<file path="src/rtl/sp_ram_pkg.sv">
// Shared types and parameter legality helpers for the sp_ram_ctrl slice.
package sp_ram_pkg;

  typedef enum logic {
    ST_CLEAR = 1'b0,
    ST_READY = 1'b1
  } state_t;

  localparam int unsigned RD_LAT_MIN = 1;
  localparam int unsigned RD_LAT_MAX = 2;

  function automatic bit rd_lat_legal(input int unsigned lat);
    return (lat == RD_LAT_MIN) || (lat == RD_LAT_MAX);
  endfunction

  function automatic bit data_w_legal(input int unsigned w);
    return (w != 0) && (w % 8 == 0);
  endfunction

endpackage

</file>
<file path="src/rtl/sp_ram_array.sv">
// Single-port storage with per-byte write strobes and a one-cycle registered read.
module sp_ram_array
  import sp_ram_pkg::*;
#(
  parameter int unsigned ADDR_W = 8,
  parameter int unsigned DATA_W = 8
) (
  input  logic                  clk,
  input  logic                  rst_n,
  input  logic                  we,
  input  logic                  re,
  input  logic [DATA_W/8-1:0]   be,
  input  logic [ADDR_W-1:0]     addr,
  input  logic [DATA_W-1:0]     wdata,
  output logic [DATA_W-1:0]     rdata
);

  localparam int unsigned DEPTH = 1 << ADDR_W;
  localparam int unsigned NB    = DATA_W / 8;

  logic [DATA_W-1:0] mem [DEPTH];

  always_ff @(posedge clk) begin
    for (int unsigned i = 0; i < NB; i++) begin
      if (we && be[i]) begin
        mem[addr][8*i +: 8] <= wdata[8*i +: 8];
      end
    end
  end

  // Read register holds between reads so the top can expose it directly.
  always_ff @(posedge clk) begin
    if (!rst_n) begin
      rdata <= '0;
    end else if (re) begin
      rdata <= mem[addr];
    end
  end

endmodule

</file>
<file path="src/rtl/sp_ram_ctrl.sv">
// Valid/ready front end for sp_ram_array: post-reset clear, request handshake
// and optional second read stage for RD_LAT=2.
module sp_ram_ctrl
  import sp_ram_pkg::*;
#(
  parameter int unsigned ADDR_W         = 8,
  parameter int unsigned DATA_W         = 8,
  parameter int unsigned RD_LAT         = 1,
  parameter bit          CLEAR_ON_RESET = 1'b1
) (
  input  logic                  clk,
  input  logic                  rst_n,
  input  logic                  en,
  input  logic                  req_valid,
  output logic                  req_ready,
  input  logic                  req_write,
  input  logic [ADDR_W-1:0]     req_addr,
  input  logic [DATA_W-1:0]     req_wdata,
  input  logic [DATA_W/8-1:0]   req_be,
  output logic                  rd_valid,
  output logic [DATA_W-1:0]     rd_data,
  output logic                  init_done
);

  if (!data_w_legal(DATA_W)) begin : g_bad_data_w
    $error("sp_ram_ctrl: DATA_W must be a non-zero multiple of 8");
  end
  if (!rd_lat_legal(RD_LAT)) begin : g_bad_rd_lat
    $error("sp_ram_ctrl: RD_LAT must be 1 or 2");
  end

  state_t              state_q, state_d;
  logic [ADDR_W-1:0]   clr_cnt;
  logic                clearing;
  logic                accept;
  logic                rd_fire;
  logic                rd_v1;
  logic                arr_we;
  logic [DATA_W/8-1:0] arr_be;
  logic [ADDR_W-1:0]   arr_addr;
  logic [DATA_W-1:0]   arr_wdata;
  logic [DATA_W-1:0]   arr_rdata;

  // init_done follows the next state, so ready trails the reset release by one
  // cycle when no clear is configured.
  always_ff @(posedge clk) begin
    if (!rst_n) begin
      state_q   <= CLEAR_ON_RESET ? ST_CLEAR : ST_READY;
      clr_cnt   <= '0;
      init_done <= 1'b0;
      rd_v1     <= 1'b0;
    end else begin
      state_q   <= state_d;
      init_done <= (state_d == ST_READY);
      rd_v1     <= rd_fire;
      if (state_q == ST_CLEAR) begin
        clr_cnt <= clr_cnt + 1'b1;
      end
    end
  end

  always_comb begin
    state_d = state_q;
    if (state_q == ST_CLEAR && clr_cnt == '1) begin
      state_d = ST_READY;
    end
  end

  always_comb begin
    clearing  = (state_q == ST_CLEAR);
    req_ready = en && (state_q == ST_READY) && init_done;
    accept    = req_valid && req_ready;
    rd_fire   = accept && !req_write;
    arr_we    = clearing || (accept && req_write);
    arr_be    = clearing ? '1      : req_be;
    arr_addr  = clearing ? clr_cnt : req_addr;
    arr_wdata = clearing ? '0      : req_wdata;
  end

  sp_ram_array #(
    .ADDR_W (ADDR_W),
    .DATA_W (DATA_W)
  ) u_array (
    .clk   (clk),
    .rst_n (rst_n),
    .we    (arr_we),
    .re    (rd_fire),
    .be    (arr_be),
    .addr  (arr_addr),
    .wdata (arr_wdata),
    .rdata (arr_rdata)
  );

  if (RD_LAT == 2) begin : g_lat2
    logic              rd_v2;
    logic [DATA_W-1:0] rd_d2;

    always_ff @(posedge clk) begin
      if (!rst_n) begin
        rd_v2 <= 1'b0;
        rd_d2 <= '0;
      end else begin
        rd_v2 <= rd_v1;
        if (rd_v1) begin
          rd_d2 <= arr_rdata;
        end
      end
    end

    assign rd_valid = rd_v2;
    assign rd_data  = rd_d2;
  end else begin : g_lat1
    assign rd_valid = rd_v1;
    assign rd_data  = arr_rdata;
  end

endmodule

</file>
<file path="config.mk">
export PLATFORM = sky130hd
export DESIGN_NAME = sp_ram_ctrl
export DESIGN_NICKNAME = d
export VERILOG_FILES = /design/src/rtl/sp_ram_pkg.sv /design/src/rtl/sp_ram_array.sv /design/src/rtl/sp_ram_ctrl.sv
export SDC_FILE = /design/constraint.sdc
export NUM_CORES = 2
export LEC_CHECK = 0
export ABC_AREA = 1
export BUFFER_PORTS_ARGS = -buffer_cell sky130_fd_sc_hd__buf_2
export CAP_MARGIN = 20
export CORE_MARGIN = 2
export CORE_UTILIZATION = 30
export DETAILED_ROUTE_END_ITERATION = 8
export PLACE_DENSITY = 0.47
export SLEW_MARGIN = 20
export SYNTH_ARGS = -nofsm -noshare
export SYNTH_HDL_FRONTEND = slang
export SYNTH_SLANG_ARGS = --single-unit
export TNS_END_PERCENT = 20
</file>
<file path="constraint.sdc">
create_clock -name clk -period 7.4 [get_ports clk]
set_input_delay 0 -clock clk [delete_from_list [all_inputs] [get_ports clk]]
set_output_delay 0 -clock clk [all_outputs]
set_load 0.02 [all_outputs]
</file>
==> run summary <==
In the global route stage, overall resource usage came out at 18.2%. The H-tree level count came out at 4. Across the run, the number of max-cap violations was 0. The initial utilization of the core area, before any placement, comes to 30.1%. The number of sinks handled by clock tree synthesis is 2066. In this run, the combinational gates consume 5.9% of the power. The I/O pin count came out at 33. The count of input and output buffers is 32. Sorting the synthesized cells by area gives the leading types as edfxtp_1, nand2_1, nor2_1. The pin count of the biggest net entering global routing came out at 163.

The final total negative setup slack is 0 ns. The initial antenna violation count is 14. The core outline area came out at 282000 um2.

Counting tap cells, the placed design contains a total of 11342 instances. The path class of the tightest hold or removal check is primary input to register. The startpoint class of the critical path is a register. Setup repair after global routing left no endpoint under its margin. The area of the die is 287000 um2. The actual transition at the worst max-transition pin came out at 1.15 ns.

The final hold slack came out at 0.153 ns. The average cell area after synthesis came out at 10.8 um2. For this run, the number of Yosys warnings is 0. The power density of the placed cells is 260 nW/um2. The worst-case setup margin in the final layout is 2.10 ns.

The final-stage net count came out at 7856. The leakage power of the design came out at 37.8 nW. Dividing the detail-routed wire length by the instance count gives 22.4 um. The final wirelength came out at 264 mm. The relative area change from synthesis to final layout is 13.3%. The global placement routability congestion is 0.801. In this run switching power makes up 23.2% of total power. Once detailed placement completed, the half-perimeter wirelength came to 145 mm. The library cell used most frequently in the layout, excluding fill and tap cells, is nand2_1. The post-route minimum period is 5.30 ns. The largest individual stage delay along the critical path comes from the cell dfxtp_1. The critical path arrival is 5.79 ns. For this run, the slowest stage of the critical path takes 1.02 ns. The final standard cell area without fillers is 96100 um2. After detailed routing, the number of remaining DRC violations is 0. The flow ran to the end, and the final reports show no timing, DRC or antenna violations.

Sequential cells burn 50.8% of the power. The required arrival time at the worst endpoint came out at 7.88 ns. The fraction of final layout cells sized beyond drive strength 1 came out at 5.79%. After synthesis the cells add up to 84800 um2. The path with the worst hold slack has its endpoint at clr_cnt[6]. The wire length of the first global-routing pass is 386 mm. The insertion delay to the later sink of the worst-skew pair came out at 0.89 ns.

The via density per instance came out at 4.75. The gate count of the mapped netlist came out at 7884. After synthesis, flip-flops and latches occupy 72.9% of the total area. The maximum ir drop on the vdd rail is 0.000187 V. The worst setup skew after layout is 0.0393 ns. The largest buffer count on any clock path came out at 3. The library cells used most frequently in the layout, excluding fill and tap cells, are nand2_1, edfxtp_1, nor2_1, nand3_1, clkbuf_16. The final number of setup-violating endpoints came out at 0.

The total power came out at 25.0 mW. The length in cells of the worst reg-to-reg path is 8. The biggest area contributor in the post-synthesis netlist is edfxtp_1. Derived from the worst setup path, the maximum achievable clock frequency is 189 MHz. The quantity of gates resized following cts came out at 0.

The global route total overflow came out at 0. The first-pass iteration count of the detailed router came out at 5. The vias after detailed routing is 55910. The count of cell types in the netlist came out at 31. The internal reg-to-reg setup slack came out at 2.10 ns. The floorplan row count is 195.

Clock tree synthesis selected as its root buffer the cell clkbuf_16. The clock group share of total power is 43.4%. The die extent in x came out at 536 um. The largest fanout of any net on the critical path is 55. The startpoint identified for the worst hold timing path is rst_n. The clock tree from TritonCTS is yes.

The first routing iteration left 4962 violations. The final max-slew violation count is 0. The count of antenna-violating nets left after detailed routing came out at 0. The critical path goes through inv_4 -> nand2_4 -> nand2_8 -> nor2_4 -> buf_12 -> nand3_2 -> buf_4 -> nor2_1. The height of the die is 536 um. The startpoint identified for the worst register-to-register timing path is state_q. The endpoint identified for the worst register-to-register timing path is u_array.mem[16][2].

The via count of the first global-routing pass is 55557. In this run the tightest slew margin relative to its limit is 23.2%. The worst setup slack after placement is 2.11 ns. The TritonCTS buffer count came out at 217.

The internal power came out at 19.2 mW. The synthesized net count is 7907. The count of fill cells added during filler insertion came out at 28203. The final design utilization is 34.1%.

The depth of the worst hold-timing path is 4. The placed instances occupy a cell area of 89000 um2. Summed over all nets, the switching power comes to 5.79 mW. The final cell count without fillers is 11763. The share of the synthesized area in the top cell type came out at 72.5%.

After synthesis the netlist holds a flip-flop and latch count of 2066. The sort of element at the end of the critical path is a register. In the finished design, the share of the clock period the worst path needs comes to 71.6%. The clock transition at the register clock pins on the worst setup and hold paths after CTS is 0.06 ns.

By startpoint and endpoint, the worst setup path is classified as register to register. The count of final hold-check violations is 0.
[state kept, by name, indices dropped and copies added (netlist names)]
register and count:
clr_cnt 8, u_array.mem 2048, rd_valid 1, u_array.rdata 8, state_q 1
[per-layer routing]
layer  share of wire, %  routed length [um]  vias up  global-route usage [%]
met3                5.5               14500      309                    2.62
met1                 45              119000    28038                    25.1
met2                 47              124000     1487                    29.8
li1                   -                   -    26076                       -
met5                  0                   0        -                       0
met4                2.5                6510        0                    5.01
[cell families (layout without fill, tap and decap cells)]
family                     count (synthesis)  in the layout  synth area share, %
adders and majority gates                  1              1               0.0147
and+or+nand+nor                         5262           5262                 24.0
buffers and inverters                    454            585                 2.40
other                                      0              5                    0
DFF                                     2066           2066                 72.9
AOI/OAI and AO/OA                        101            101                0.612
[worst max path at each step]
stage | start | end | slack (ns) | depth (start not counted)
3_5_place_dp | state_q | u_array.mem[16][3] | 2.11 | 8
2_1_floorplan | state_q | u_array.mem[0][0] | 2.76 | 5
5_1_grt | state_q | u_array.mem[16][5] | 1.91 | 8
3_3_place_gp | state_q | u_array.mem[16][3] | 2.20 | 8
6_report | state_q | u_array.mem[16][2] | 2.10 | 8
4_1_cts | state_q | u_array.mem[16][5] | 2.11 | 8
[layout make-up]
type | instances | area (um2) | share of cell area, %
Sequential cell | 2066 | 61900 | 64.4
Multi-Input combinational cell | 5364 | 21100 | 21.9
Clock buffer | 284 | 5830 | 6.06
Tap cell | 3743 | 4680 | 4.87
Timing Repair Buffer | 140 | 1250 | 1.30
Clock inverter | 117 | 1140 | 1.19
Inverter | 44 | 245 | 0.255
Antenna cell | 5 | 12.5 | 0.0130
[power groups by stage]
stage          clock [mW]  sequential, mW  combinational, mW
6_report             10.8            12.7               1.46
3_3_place_gp            0            12.9               1.48
3_5_place_dp            0            12.9               1.47
2_1_floorplan           0            12.9              0.921
5_1_grt              11.5            12.7               1.61
4_1_cts              11.0            12.7               1.48
[what timing repair did]
action / in CTS / in global routing
endpoints found under the hold margin: 563 / 0
hold buffers: 15 / 0
setup buffers: 0 / 0
[Yosys cell counts, drive strengths merged]
cell type and n:
nand2 4250, edfxtp 2048, nor2 567, nand3 417, buf 265, clkbuf 145, o21ai 63, inv 43
a21oi 37, dfxtp 18, nand4 16, nor3 5, nor4 3, or2 2, a211oi 1, and3 1
clkinv 1, ha 1, nor3b 1
[critical path, delay by kind of cell (launching register included)]
kind	cells	cell delay, ns
flops	1	1.02
buf+inv	3	0.99
simple gates	5	2.81
(Power assumes the default switching activity.)
